File: config.mk
export PLATFORM = sky130hd
export DESIGN_NAME = alu_mdu_ctrl_flat
export DESIGN_NICKNAME = d
export VERILOG_FILES = /design/src/rtl/alu_mdu_ctrl_if.sv /design/src/rtl/alu_mdu_ctrl.sv /design/src/flat_wrapper.sv
export SDC_FILE = /design/constraint.sdc
export NUM_CORES = 1
export LEC_CHECK = 0
export BUFFER_PORTS_ARGS = -buffer_cell sky130_fd_sc_hd__buf_2
export CAP_MARGIN = 5
export CORE_ASPECT_RATIO = 0.9
export CORE_MARGIN = 5
export CORE_UTILIZATION = 55
export CTS_BUF_LIST = sky130_fd_sc_hd__clkbuf_2 sky130_fd_sc_hd__clkbuf_4 sky130_fd_sc_hd__clkbuf_8
export DETAILED_ROUTE_END_ITERATION = 10
export PLACE_DENSITY_LB_ADDON = 0.05
export SLEW_MARGIN = 20
export SYNTH_ARGS = -nofsm -noshare
export SYNTH_HDL_FRONTEND = slang
export SYNTH_SLANG_ARGS = --single-unit
File: constraint.sdc
create_clock -name clk_i -period 6.4 [get_ports clk_i]
set_clock_uncertainty 0.15 [all_clocks]
set_input_delay 0.64 -clock clk_i [delete_from_list [all_inputs] [get_ports clk_i]]
set_output_delay 0.64 -clock clk_i [all_outputs]
set_load 0.02 [all_outputs]
File: src/rtl/alu_mdu_ctrl_if.sv
// EX-stage bus between the pipeline and the ALU/multiply control block.
// The pipeline drives the decode fields and operands (master).
// The control block returns the ALU select, the multiply status and the product (slave).
interface alu_mdu_ctrl_if #(
  parameter int WIDTH = 32
);
  // Instruction fields and operands coming from the EX stage
  logic             valid_i;
  logic             flush_i;
  logic [5:0]       funct_i;
  logic [1:0]       ALUOp_i;
  logic [WIDTH-1:0] rs_data_i;
  logic [WIDTH-1:0] rt_data_i;

  // Decode results and multiply status going back to the pipeline
  logic [2:0]       ALUCtrl_o;
  logic             illegal_o;
  logic             is_mul_o;
  logic             mdu_busy_o;
  logic             mdu_done_o;
  logic [WIDTH-1:0] mdu_result_o;

  // EX stage / hazard-unit side
  modport master (
    output valid_i, flush_i, funct_i, ALUOp_i, rs_data_i, rt_data_i,
    input  ALUCtrl_o, illegal_o, is_mul_o, mdu_busy_o, mdu_done_o, mdu_result_o
  );

  // Control block side
  modport slave (
    input  valid_i, flush_i, funct_i, ALUOp_i, rs_data_i, rt_data_i,
    output ALUCtrl_o, illegal_o, is_mul_o, mdu_busy_o, mdu_done_o, mdu_result_o
  );
endinterface

File: src/rtl/alu_mdu_ctrl.sv
// ALU control for the EX stage of the pipelined MIPS core.
// ALUOp/funct decode is combinational. The mul funct is not sent to the
// single-cycle ALU: it runs in a local shift-add multiplier that retires
// BITS_PER_CYCLE multiplier bits per clock. The hazard unit is stalled
// through mdu_busy_o until the one-cycle mdu_done_o pulse.
module alu_mdu_ctrl #(
  parameter int WIDTH          = 32,
  parameter int BITS_PER_CYCLE = 1    // 1, 2, 4 or 8; must divide WIDTH
) (
  input  logic          clk_i,
  input  logic          rst_i,
  alu_mdu_ctrl_if.slave bus
);

  localparam int STEPS = WIDTH / BITS_PER_CYCLE;
  localparam int CNT_W = $clog2(STEPS + 1);
  localparam logic [CNT_W-1:0] LAST_STEP = CNT_W'(STEPS - 1);

  localparam logic [5:0] FUNCT_ADD = 6'b100000;
  localparam logic [5:0] FUNCT_SUB = 6'b100010;
  localparam logic [5:0] FUNCT_AND = 6'b100100;
  localparam logic [5:0] FUNCT_OR  = 6'b100101;
  localparam logic [5:0] FUNCT_SLT = 6'b101010;
  localparam logic [5:0] FUNCT_MUL = 6'b011000;

  localparam logic [2:0] CTRL_AND = 3'b000;
  localparam logic [2:0] CTRL_OR  = 3'b001;
  localparam logic [2:0] CTRL_ADD = 3'b010;
  localparam logic [2:0] CTRL_SLT = 3'b011;
  localparam logic [2:0] CTRL_SUB = 3'b110;

  typedef enum logic [1:0] {
    ST_IDLE = 2'd0,
    ST_MUL  = 2'd1,
    ST_DONE = 2'd2
  } state_t;

  state_t           state_q;
  logic [CNT_W-1:0] count_q;
  logic [WIDTH-1:0] acc_q;
  logic [WIDTH-1:0] mcand_q;
  logic [WIDTH-1:0] mplier_q;
  logic [WIDTH-1:0] result_q;
  logic             done_q;

  logic [2:0]       alu_ctrl;
  logic             illegal;
  logic             is_mul;
  logic             accept;
  logic [WIDTH-1:0] partial;
  logic [WIDTH-1:0] acc_d;

  // Partial-product terms: one shifted copy of the multiplicand per
  // multiplier bit retired this cycle, zero when that bit is clear.
  logic [WIDTH-1:0] pp_terms [BITS_PER_CYCLE];

  generate
    for (genvar gi = 0; gi < BITS_PER_CYCLE; gi++) begin : g_pp
      assign pp_terms[gi] = mplier_q[gi] ? (mcand_q << gi) : '0;
    end
  endgenerate

  // ALUOp/funct decode; unknown functs fall back to add and flag illegal
  always_comb begin
    alu_ctrl = CTRL_ADD;
    illegal  = 1'b0;
    is_mul   = 1'b0;
    case (bus.ALUOp_i)
      2'b00: alu_ctrl = CTRL_ADD;
      2'b01: alu_ctrl = CTRL_SUB;
      default: begin
        case (bus.funct_i)
          FUNCT_ADD: alu_ctrl = CTRL_ADD;
          FUNCT_SUB: alu_ctrl = CTRL_SUB;
          FUNCT_AND: alu_ctrl = CTRL_AND;
          FUNCT_OR:  alu_ctrl = CTRL_OR;
          FUNCT_SLT: alu_ctrl = CTRL_SLT;
          FUNCT_MUL: begin
            alu_ctrl = CTRL_ADD;
            is_mul   = 1'b1;
          end
          default: begin
            alu_ctrl = CTRL_ADD;
            illegal  = 1'b1;
          end
        endcase
      end
    endcase
  end

  // Sum the partial-product terms and fold them into the accumulator
  always_comb begin
    partial = '0;
    for (int i = 0; i < BITS_PER_CYCLE; i++) begin
      partial = partial + pp_terms[i];
    end
    acc_d = acc_q + partial;
  end

  assign accept = bus.valid_i & is_mul & ~bus.flush_i;

  // Multiply sequencer: IDLE -> MUL (STEPS updates) -> DONE -> IDLE
  always_ff @(posedge clk_i or posedge rst_i) begin
    if (rst_i) begin
      state_q  <= ST_IDLE;
      count_q  <= '0;
      acc_q    <= '0;
      mcand_q  <= '0;
      mplier_q <= '0;
      result_q <= '0;
      done_q   <= 1'b0;
    end else begin
      done_q <= 1'b0;
      case (state_q)
        ST_IDLE: begin
          if (accept) begin
            mcand_q  <= bus.rs_data_i;
            mplier_q <= bus.rt_data_i;
            acc_q    <= '0;
            count_q  <= '0;
            state_q  <= ST_MUL;
          end
        end
        ST_MUL: begin
          if (bus.flush_i) begin
            // Squashed instruction: drop the product, keep the old result
            state_q <= ST_IDLE;
          end else begin
            acc_q    <= acc_d;
            mcand_q  <= mcand_q << BITS_PER_CYCLE;
            mplier_q <= mplier_q >> BITS_PER_CYCLE;
            count_q  <= count_q + CNT_W'(1);
            if (count_q == LAST_STEP) begin
              result_q <= acc_d;
              done_q   <= 1'b1;
              state_q  <= ST_DONE;
            end
          end
        end
        ST_DONE: begin
          // The mul sitting in EX now is the one completing, so never
          // re-accept here; a following mul starts next cycle.
          state_q <= ST_IDLE;
        end
        default: state_q <= ST_IDLE;
      endcase
    end
  end

  assign bus.ALUCtrl_o    = alu_ctrl;
  assign bus.illegal_o    = illegal;
  assign bus.is_mul_o     = is_mul;
  assign bus.mdu_busy_o   = ((state_q == ST_IDLE) & accept) | (state_q == ST_MUL);
  assign bus.mdu_done_o   = done_q;
  assign bus.mdu_result_o = result_q;

endmodule

File: src/flat_wrapper.sv
// flat-port wrapper written by rule: the top's interface ports become plain ports
module alu_mdu_ctrl_flat 
#(
  parameter int WIDTH          = 32,
  parameter int BITS_PER_CYCLE = 1                                      
)
  (clk_i, rst_i, bus_valid_i, bus_flush_i, bus_funct_i, bus_ALUOp_i, bus_rs_data_i, bus_rt_data_i, bus_ALUCtrl_o, bus_illegal_o, bus_is_mul_o, bus_mdu_busy_o, bus_mdu_done_o, bus_mdu_result_o);
  alu_mdu_ctrl_if #(.WIDTH(WIDTH)) bus_i ();
  input  logic clk_i;
  input  logic rst_i;
  input wire logic [$bits(bus_i.valid_i)-1:0] bus_valid_i;
  input wire logic [$bits(bus_i.flush_i)-1:0] bus_flush_i;
  input wire logic [$bits(bus_i.funct_i)-1:0] bus_funct_i;
  input wire logic [$bits(bus_i.ALUOp_i)-1:0] bus_ALUOp_i;
  input wire logic [$bits(bus_i.rs_data_i)-1:0] bus_rs_data_i;
  input wire logic [$bits(bus_i.rt_data_i)-1:0] bus_rt_data_i;
  output wire logic [$bits(bus_i.ALUCtrl_o)-1:0] bus_ALUCtrl_o;
  output wire logic [$bits(bus_i.illegal_o)-1:0] bus_illegal_o;
  output wire logic [$bits(bus_i.is_mul_o)-1:0] bus_is_mul_o;
  output wire logic [$bits(bus_i.mdu_busy_o)-1:0] bus_mdu_busy_o;
  output wire logic [$bits(bus_i.mdu_done_o)-1:0] bus_mdu_done_o;
  output wire logic [$bits(bus_i.mdu_result_o)-1:0] bus_mdu_result_o;
  assign bus_i.valid_i = bus_valid_i;
  assign bus_i.flush_i = bus_flush_i;
  assign bus_i.funct_i = bus_funct_i;
  assign bus_i.ALUOp_i = bus_ALUOp_i;
  assign bus_i.rs_data_i = bus_rs_data_i;
  assign bus_i.rt_data_i = bus_rt_data_i;
  assign bus_ALUCtrl_o = bus_i.ALUCtrl_o;
  assign bus_illegal_o = bus_i.illegal_o;
  assign bus_is_mul_o = bus_i.is_mul_o;
  assign bus_mdu_busy_o = bus_i.mdu_busy_o;
  assign bus_mdu_done_o = bus_i.mdu_done_o;
  assign bus_mdu_result_o = bus_i.mdu_result_o;
  alu_mdu_ctrl #(.WIDTH(WIDTH), .BITS_PER_CYCLE(BITS_PER_CYCLE)) u_core (.clk_i(clk_i), .rst_i(rst_i), .bus(bus_i));
endmodule
## Word level (Yosys, flattened, before mapping)

Cells that the tools add are included.
Widths: inputs -> output; s select.

- $add $sub $neg: 2
- Equality and inequality tests: 12
- Mux-type cells: 26
- Bitwise gates (word level): 5
- Reduce and logical (&&, ||, !) cells: 8

Operators by type and width:

| operator | number |
|---|---|
| $mux 32 | 7 |
| $pmux 32 s2 | 3 |
| $add 32x32->32 | 1 |
| $eq 6x6->1 const B | 5 |
| $eq 6x5->1 const B | 2 |
| $mux 6 | 2 |
| $pmux 3 s4 | 1 |
| $pmux 6 s2 | 1 |
| $mux 1 | 7 |
| $add 6x1->6 const B | 1 |
| $mux 2 | 3 |
| $pmux 3 s2 | 1 |
| $reduce_and 3->1 | 2 |
| $reduce_or 6->1 | 1 |
| $eq 2x1->1 const B | 2 |
| $logic_not 2->1 | 2 |
| $pmux 2 s2 | 1 |
| $and 1x1->1 | 3 |
| $ne 3x2->1 const B | 1 |
| $ne 2x1->1 const B | 1 |
| $ne 2x2->1 const B | 1 |
| $reduce_and 2->1 | 1 |
| $reduce_bool 2->1 | 1 |
| $reduce_or 2->1 | 1 |
| other kinds (2) | 2 |

- Register bits after elaboration: 137
- Input bits: 76
- Output and inout port bits: 39

## Depth between registers and ports, before layout

Gate-level depths: netlist (run 1).

- Depth after elaboration: 7
- Depth in mapped cells: 13
- Depth with buffers taken out: 12

## Least setup slack after synthesis (run 1)

No wires, ideal clock.

- Path type: register to register
- From: register u_core.mplier_q[0]
- To: register u_core.result_q[26] (netlist: u_core.bus.mdu_result_o[26])
- Setup time: 0.125 ns
- Arrival: 2.728 ns
- Data required time: 6.125 ns
- Path slack: 3.397 ns
- Cell stages (with the launch flop): 14
- Path through: dfrtp_1 -> clkbuf_1 -> and2_1 -> ha_1 -> inv_1 -> fa_1 -> nor2b_1 -> o2111ai_1 -> a31oi_1 -> o22a_1 -> a21oi_2 -> o31ai_1 -> xor2_1 -> mux2_2

- Cells in the longest elaborated chain, start to end: 2

RTL lines:

| element | RTL line | text |
|---|---|---|
| from (decl) | alu_mdu_ctrl.sv:42 | `logic [WIDTH-1:0] mplier_q;` |
| from (signal assigned) | alu_mdu_ctrl.sv:118 | `mplier_q <= bus.rt_data_i;` |
| from (signal assigned) | alu_mdu_ctrl.sv:131 | `mplier_q <= mplier_q >> BITS_PER_CYCLE;` |
| $mux 32 | alu_mdu_ctrl.sv:59 | `assign pp_terms[gi] = mplier_q[gi] ? (mcand_q << gi) : '0;` |
| $add 32x32->32 | alu_mdu_ctrl.sv:97 | `acc_d = acc_q + partial;` |
| to (signal assigned) | alu_mdu_ctrl.sv:110 | `result_q <= '0;` |
| to (signal assigned) | alu_mdu_ctrl.sv:134 | `result_q <= acc_d;` |
| to (decl) | alu_mdu_ctrl.sv:43 | `logic [WIDTH-1:0] result_q;` |

Every way passes these cells.
A chain may end at the register's enable or synchronous reset.

## Worst setup path in the final report (run 1)

- From: register u_core.mplier_q[0]
- To: register u_core.result_q[28] (netlist: u_core.bus.mdu_result_o[28])

The elaborated chain is that of the path after synthesis.

==> out/metrics.cfg, run 1 <==
[yosys]
synth_area_leaders = dfrtp_1 45%, nand2_1 8.9%, ha_1 5.3%
ys.flop_type = dfrtp_1
async_reset_ff_share_pct = 100
synth_seq_area_share_pct = 45.3
synth.net_count = 927
ys_seq_elements = 137
synth_edf_count = 0
netlist.top_cell.by_area = dfrtp_1
ys_warn_count = 0
syn_area_sq_um = 7580
synth_cell_type_count = 54
synth_cells = 818
syn_area_per_cell_sq_um = 9.26
synth.top_cell.area_share_pct = 45.3

[floorplan]
die_area_sq_um = 16200
io_pins = 115
row_count = 40
fp.dieW_microns = 134
die_h_microns = 121
core_sq_um = 13400
start_util_pct = 56.5

[drt]
drt_iter0_drc = 411
wl_microns = 17900
vias = 6314
ant_nets = 0
viasPerCell = 5.78
wl_per_cell_microns = 16.4
post-route-drc-count = 0
first_pass_iters = 5

[place]
dp.cells = 1061
io_buffer_count = 114
gp_congestion = 0.943
dp_hpwl_microns = 12400
postPlaceCellArea_sq_um = 8230

[finish]
post-route-cell-area_sq_um = 8670
final_cell_mix = 179 x nand2_1, 137 x dfrtp_1, 114 x buf_2
num-nets-final = 1021
antenna_cells = 0
drive_gt1_share_pct = 19.2
area_growth_pct = 14.4
final_cells = 1092
final_common_cell = nand2_1

[clock_tree]
htreeDepth = 4
numCtsBuffers = 17
hold_buffers = 0
cts_resized = 0
clk_latency_ns = 0.44
cts_tree = yes
cts_sinks = 137
ctsLongestPathBuffers = 2
post-cts-setup-buffers = 0
cts_root_buffer = clkbuf_8
cts.reportedPaths.clkPinSlew_ns = 0.08

[timing]
fin_crit_ns = 3.98
fmaxAchievable_mhz = 251
hold_slack_ns = 0.106
worst_pin_slew_ns = 0.949
finalCritPeriodShare_pct = 62.2
finalSetupTns_ns = 0
finalHoldViolCount = 0
drv_slew = 0
slew-limit-headroom_pct = 36.7
rsz0062_at_grt = no
setup_viol = 0

[job]
max_cap_viol_count = 0

[power_and_ir_drop]
switching_power_uw = 426
peakVddDrop_uv = 137
pwr-share-seq_pct = 51.3
power_frac_comb_pct = 5.9
total_power_uw = 1820
clkPwrFrac_pct = 42.8
powerDensity_nw_per_um2 = 210
power_leakage_uw = 0.00472
swShare_pct = 23.5
internal-power_uw = 1390

[run_status]
status = completed

[hold_path]
hp-class = in -> async

[global_route]
grt_max_degree = 104
grt_pass1_vias = 6280
antenna_found_initial = 0
grtUsageTotal_pct = 22.9
grt_pass1_wl_microns = 30200
overflow = 0

[worst_setup_path]
path_class = reg -> reg
path_max_fanout = 33
cp.arrival_ns = 4.16
critPathRequiredTime_ns = 6.59
crit_path_end_kind = flip-flop
startpoint_type = flip-flop

-- worst max-delay path: stages (launching register included) --
cell,delay [ns]
dfrtp_1,0.97
and2_1,0.23
ha_1,0.17
inv_1,0.06
fa_1,0.40
nor2b_1,0.19
o2111ai_1,0.19
a31oi_1,0.30
nor3_1,0.09
a21oi_1,0.45
a31oi_1,0.21
xnor2_1,0.18
mux2_2,0.27
-- cell usage after synthesis (5+ instances only) --
cell        n
xor2_1     14
dfrtp_1   137
a31oi_1     9
inv_1      15
mux2_2     12
nor3_1      5
and2_1     33
a22o_1     22
a21o_1     11
nand3_1    19
o31ai_1     6
nand2_1   179
clkbuf_1   29
a22oi_1    24
o21ai_0    72
a21oi_1    33
nor2_1     25
nand2b_1    6
buf_2      15
nor2b_1     7
ha_1       32
mux2i_1    39
xnor2_1    17
-- cells by family (layout without fill, tap and decap cells) --
logic type	after synthesis	count (layout)	share of synthesized area (%)
AO/OA/AOI/OAI	207	207	17.5
XOR/XNOR	31	31	3.58
adder cells (fa/ha/maj)	33	33	5.55
buffers and inverters	60	166	3.22
flip-flops	137	137	45.3
multiplexers	51	51	6.94
AND/OR/NAND/NOR	299	299	18.0
-- final timing paths --
kind / startpoint / endpoint / slack [ns] / cells past startpoint
worst min register to register: u_core.bus.mdu_result_o[0] / u_core.bus.mdu_result_o[0] / 0.33 / 2
worst min-delay path: rst_i / u_core.bus.mdu_result_o[1] / 0.11 / 2
worst max-delay path: u_core.mplier_q[0] / u_core.bus.mdu_result_o[28] / 2.42 / 12
max in group asynchronous: rst_i / u_core.acc_q[23] / 4.62 / 3
worst max register to register: u_core.mplier_q[0] / u_core.bus.mdu_result_o[28] / 2.42 / 12
min in group clk_i: bus_rt_data_i[31] / u_core.mplier_q[31] / 0.25 / 3
-- final cells by class --
class	instances	area (sq um)
clock buffer	20	263
clock inverter	11	171
fill	1140	4750
inverter	16	65.1
multi-input combinational	621	3920
sequential	137	3430
tap	168	210
timing repair buffer	119	608
-- state kept, by name, indices dropped and copies added, names as in the netlist --
signal,flops
u_core.acc_q,32
u_core.bus.mdu_result_o,32
u_core.mcand_q,32
u_core.mplier_q,32
u_core.count_q,6
u_core.state_q,2
u_core.bus.mdu_done_o,1
-- power groups by stage --
stage | sequential (uW) | combinational [uW] | clock, uW
2_1_floorplan | 935 | 70.3 | 0
3_3_place_gp | 947 | 104 | 0
3_5_place_dp | 948 | 110 | 0
4_1_cts | 932 | 110 | 794
5_1_grt | 937 | 127 | 834
6_report | 932 | 108 | 777
-- metal layers --
metal	vias to the layer above	share of wire [%]	track usage [%]
li1	3053	-	-
met1	3065	48	31.5
met2	176	46	35.9
met3	20	5.1	6.05
met4	0	1.2	6.56
met5	-	0	0
-- metrics by stage --
stage / setup slack (ns) / util (%)
final: 2.42 / 64.6
after CTS: 2.49 / 64.6
after detailed placement: 2.53 / 61.4
after global routing: 2.20 / 64.6
after floorplan: 1.94 / -
after global placement: 2.65 / 61.4
Power figures use the tool's default switching activity.
==> run 2: changes to the inputs <==
--- a/config.mk
+++ b/config.mk
@@ -9,7 +9,7 @@
 export CAP_MARGIN = 5
 export CORE_ASPECT_RATIO = 0.9
 export CORE_MARGIN = 5
-export CORE_UTILIZATION = 55
+export CORE_UTILIZATION = 54
 export CTS_BUF_LIST = sky130_fd_sc_hd__clkbuf_2 sky130_fd_sc_hd__clkbuf_4 sky130_fd_sc_hd__clkbuf_8
 export DETAILED_ROUTE_END_ITERATION = 10
 export PLACE_DENSITY_LB_ADDON = 0.05
==> constraint.sdc (replaced) <==
create_clock -name clk_i -period 3.5 [get_ports clk_i]
set_clock_uncertainty 0.15 [all_clocks]
set_input_delay 0.35 -clock clk_i [delete_from_list [all_inputs] [get_ports clk_i]]
set_output_delay 0.35 -clock clk_i [all_outputs]
set_load 0.02 [all_outputs]
==> out/metrics.cfg, run 2 (same netlist as run 1, synthesis figures left out) <==
[run_status]
status = completed

[clock_tree]
clk_latency_ns = 0.46  ; +0.02 ns
numCtsBuffers = 17  ; unchanged
cts_tree = yes
ctsLongestPathBuffers = 2  ; unchanged
htreeDepth = 4  ; unchanged
cts.reportedPaths.clkPinSlew_ns = 0.08  ; about the same
cts_root_buffer = clkbuf_8
cts_sinks = 137  ; unchanged

[timing]
finalHoldViolCount = 0  ; unchanged
slew-limit-headroom_pct = 47.0  ; +10 points
rsz0062_at_grt = no
finalCritPeriodShare_pct = 94.6  ; +32 points
setup_viol = 0  ; unchanged
fin_crit_ns = 3.31  ; -0.668 ns
fmaxAchievable_mhz = 302  ; +20%
hold_slack_ns = 0.0344  ; -0.0720 ns
finalSetupTns_ns = 0  ; unchanged
worst_pin_slew_ns = 0.793  ; -0.156 ns
drv_slew = 0  ; unchanged

[drt]
vias = 6398  ; +1.3%
post-route-drc-count = 0  ; unchanged
first_pass_iters = 5  ; unchanged
ant_nets = 0  ; unchanged
wl_microns = 18500  ; +3.4%
wl_per_cell_microns = 16.0  ; -2.0%
viasPerCell = 5.55  ; -4.0%
drt_iter0_drc = 391  ; -4.9%

[floorplan]
start_util_pct = 54.5  ; -2.0 points
io_pins = 115  ; unchanged
die_h_microns = 122  ; +0.85%
core_sq_um = 13900  ; +3.6%
die_area_sq_um = 16500  ; +1.7%
row_count = 41  ; +2.5%
fp.dieW_microns = 135  ; +0.85%

[hold_path]
hp-class = in -> reg
worstHoldStart = bus_rt_data_i[6]
whs_path_depth = 3
whs_endpoint = u_core.mplier_q[6]

[worst_setup_path]
reg2reg_to = u_core.bus.mdu_result_o[28]
r2r_cells = 11  ; -1
cp.arrival_ns = 3.50  ; -0.66 ns
rr_startpoint = u_core.mplier_q[0]
slowest_delay_ns = 0.49  ; -0.48 ns
r2r_setup_slack_ns = 0.19  ; -2.23 ns
path_max_fanout = 12  ; -64%
critPathRequiredTime_ns = 3.69  ; -2.90 ns
path_class = reg -> reg
crit_path_end_kind = flip-flop
worst_path_max_delay_cell = dfrtp_2
startpoint_type = flip-flop
cp_cell_sequence = buf_4 -> and2_1 -> ha_1 -> a21oi_1 -> o21ai_1 -> a2111oi_1 -> nor2_1 -> a221o_1 -> a31oi_1 -> xnor2_1 -> mux2_2

[finish]
area_growth_pct = 18.6
num-nets-final = 1056  ; +3.4%
final_cell_mix = 179 x nand2_1, 136 x dfrtp_1, 114 x buf_2
antenna_cells = 0  ; unchanged
post-route-cell-area_sq_um = 8990  ; +3.7%
final_core_util_pct = 64.6  ; about the same
drive_gt1_share_pct = 19.7  ; +0.53 points
final_common_cell = nand2_1

[place]
io_buffer_count = 114  ; unchanged
gp_congestion = 0.892  ; -5.5%
dp_hpwl_microns = 12900  ; +3.6%
postPlaceCellArea_sq_um = 8350  ; +1.4%

[power_and_ir_drop]
clkPwrFrac_pct = 37.9  ; -4.9 points
swShare_pct = 26.4  ; +2.9 points
power_leakage_uw = 0.00484  ; +2.5%
peakVddDrop_uv = 262  ; +91%
total_power_uw = 3110  ; +71%
pwr-share-seq_pct = 54.6  ; +3.3 points
powerDensity_nw_per_um2 = 346  ; +65%
switching_power_uw = 821  ; +93%
power_frac_comb_pct = 7.5  ; +1.6 points
internal-power_uw = 2290  ; +65%

[global_route]
grt_max_degree = 138  ; +33%
grtUsageTotal_pct = 23.5  ; +0.60 points
grt_pass1_vias = 6277  ; -0.048%
overflow = 0  ; unchanged
antenna_found_initial = 0  ; unchanged
grt_pass1_wl_microns = 31000  ; +2.8%

[job]
max_cap_viol_count = 0  ; unchanged

==> run 2: cell types whose count changed in the layout (fill, tap and decap cells not counted), sizes merged <==
cell | previous run | this run
buf | 119 | 127
clkinvlp | 2 | 5
dlygate4sd3 | 0 | 27
clkbuf | 20 | 19
bufinv | 4 | 0
clkinv | 4 | 5
inv | 17 | 19
==> run 2: per-layer routing <==
metal | wire [microns] | global-route usage, % | vias up
met2 | 8510 | 37.0 | 169
li1 | - | - | 3122
met4 | 164 | 5.79 | 0
met5 | 0 | 0 | -
met3 | 1030 | 5.86 | 21
met1 | 8770 | 32.9 | 3086
==> run 2: critical path, delay by kind of cell, from the launching register on <==
family                   cells  cell delay [ns]
buffers and inverters        1             0.20
multiplexers                 1             0.27
adder cells (fa/ha/maj)      1             0.34
AND/OR/NAND/NOR              2             0.29
AO/OA/AOI/OAI                5             1.34
flip-flops                   1             0.49
XOR/XNOR                     1             0.12
==> run 2: area by class of cell <==
| class | count | area, sq um |
|---|---|---|
| fill | 1191 | 4910 |
| multi-input combinational | 621 | 3930 |
| sequential | 137 | 3430 |
| timing repair buffer | 154 | 963 |
| clock buffer | 19 | 262 |
| tap | 193 | 241 |
| clock inverter | 13 | 93.8 |
| inverter | 16 | 63.8 |
==> run 2: worst max-delay path by stage <==
stage | from | end | slack (ns) | cells after the start
after global placement | u_core.mplier_q[0] | u_core.bus.mdu_result_o[23] | 0.21 | 11
after global routing | u_core.mplier_q[0] | u_core.bus.mdu_result_o[28] | 0.01 | 11
final | u_core.mplier_q[0] | u_core.bus.mdu_result_o[28] | 0.19 | 11
after floorplan | u_core.mplier_q[0] | u_core.bus.mdu_result_o[26] | 0.50 | 13
after detailed placement | u_core.mplier_q[0] | u_core.bus.mdu_result_o[26] | 0.07 | 12
after CTS | u_core.mplier_q[0] | u_core.bus.mdu_result_o[26] | 0.03 | 12
==> run 2: what timing repair did <==
| action | in CTS | in global routing |
|---|---|---|
| hold buffers | 27 | 0 |
| setup endpoints to repair | 0 | 8 |
| gates resized for setup | 0 | 4 |
| hold endpoints to repair | 163 | 0 |
| setup buffers | 0 | 0 |
==> run 2: stage by stage <==
| stage | setup slack, ns | std cells |
|---|---|---|
| 3_5_place_dp | 0.0721 | 1094 |
| 2_1_floorplan | 0.497 | 818 |
| 6_report | 0.189 | 1153 |
| 5_1_grt | 0.00994 | 1153 |
| 4_1_cts | 0.0339 | 1153 |
| 3_3_place_gp | 0.211 | 1094 |
==> run 2: power groups by stage <==
| stage | registers, uW | logic (uW) | clock network, uW |
|---|---|---|---|
| 2_1_floorplan | 1710 | 129 | 0 |
| 3_3_place_gp | 1730 | 202 | 0 |
| 3_5_place_dp | 1730 | 213 | 0 |
| 4_1_cts | 1700 | 236 | 1200 |
| 5_1_grt | 1710 | 269 | 1280 |
| 6_report | 1700 | 232 | 1180 |
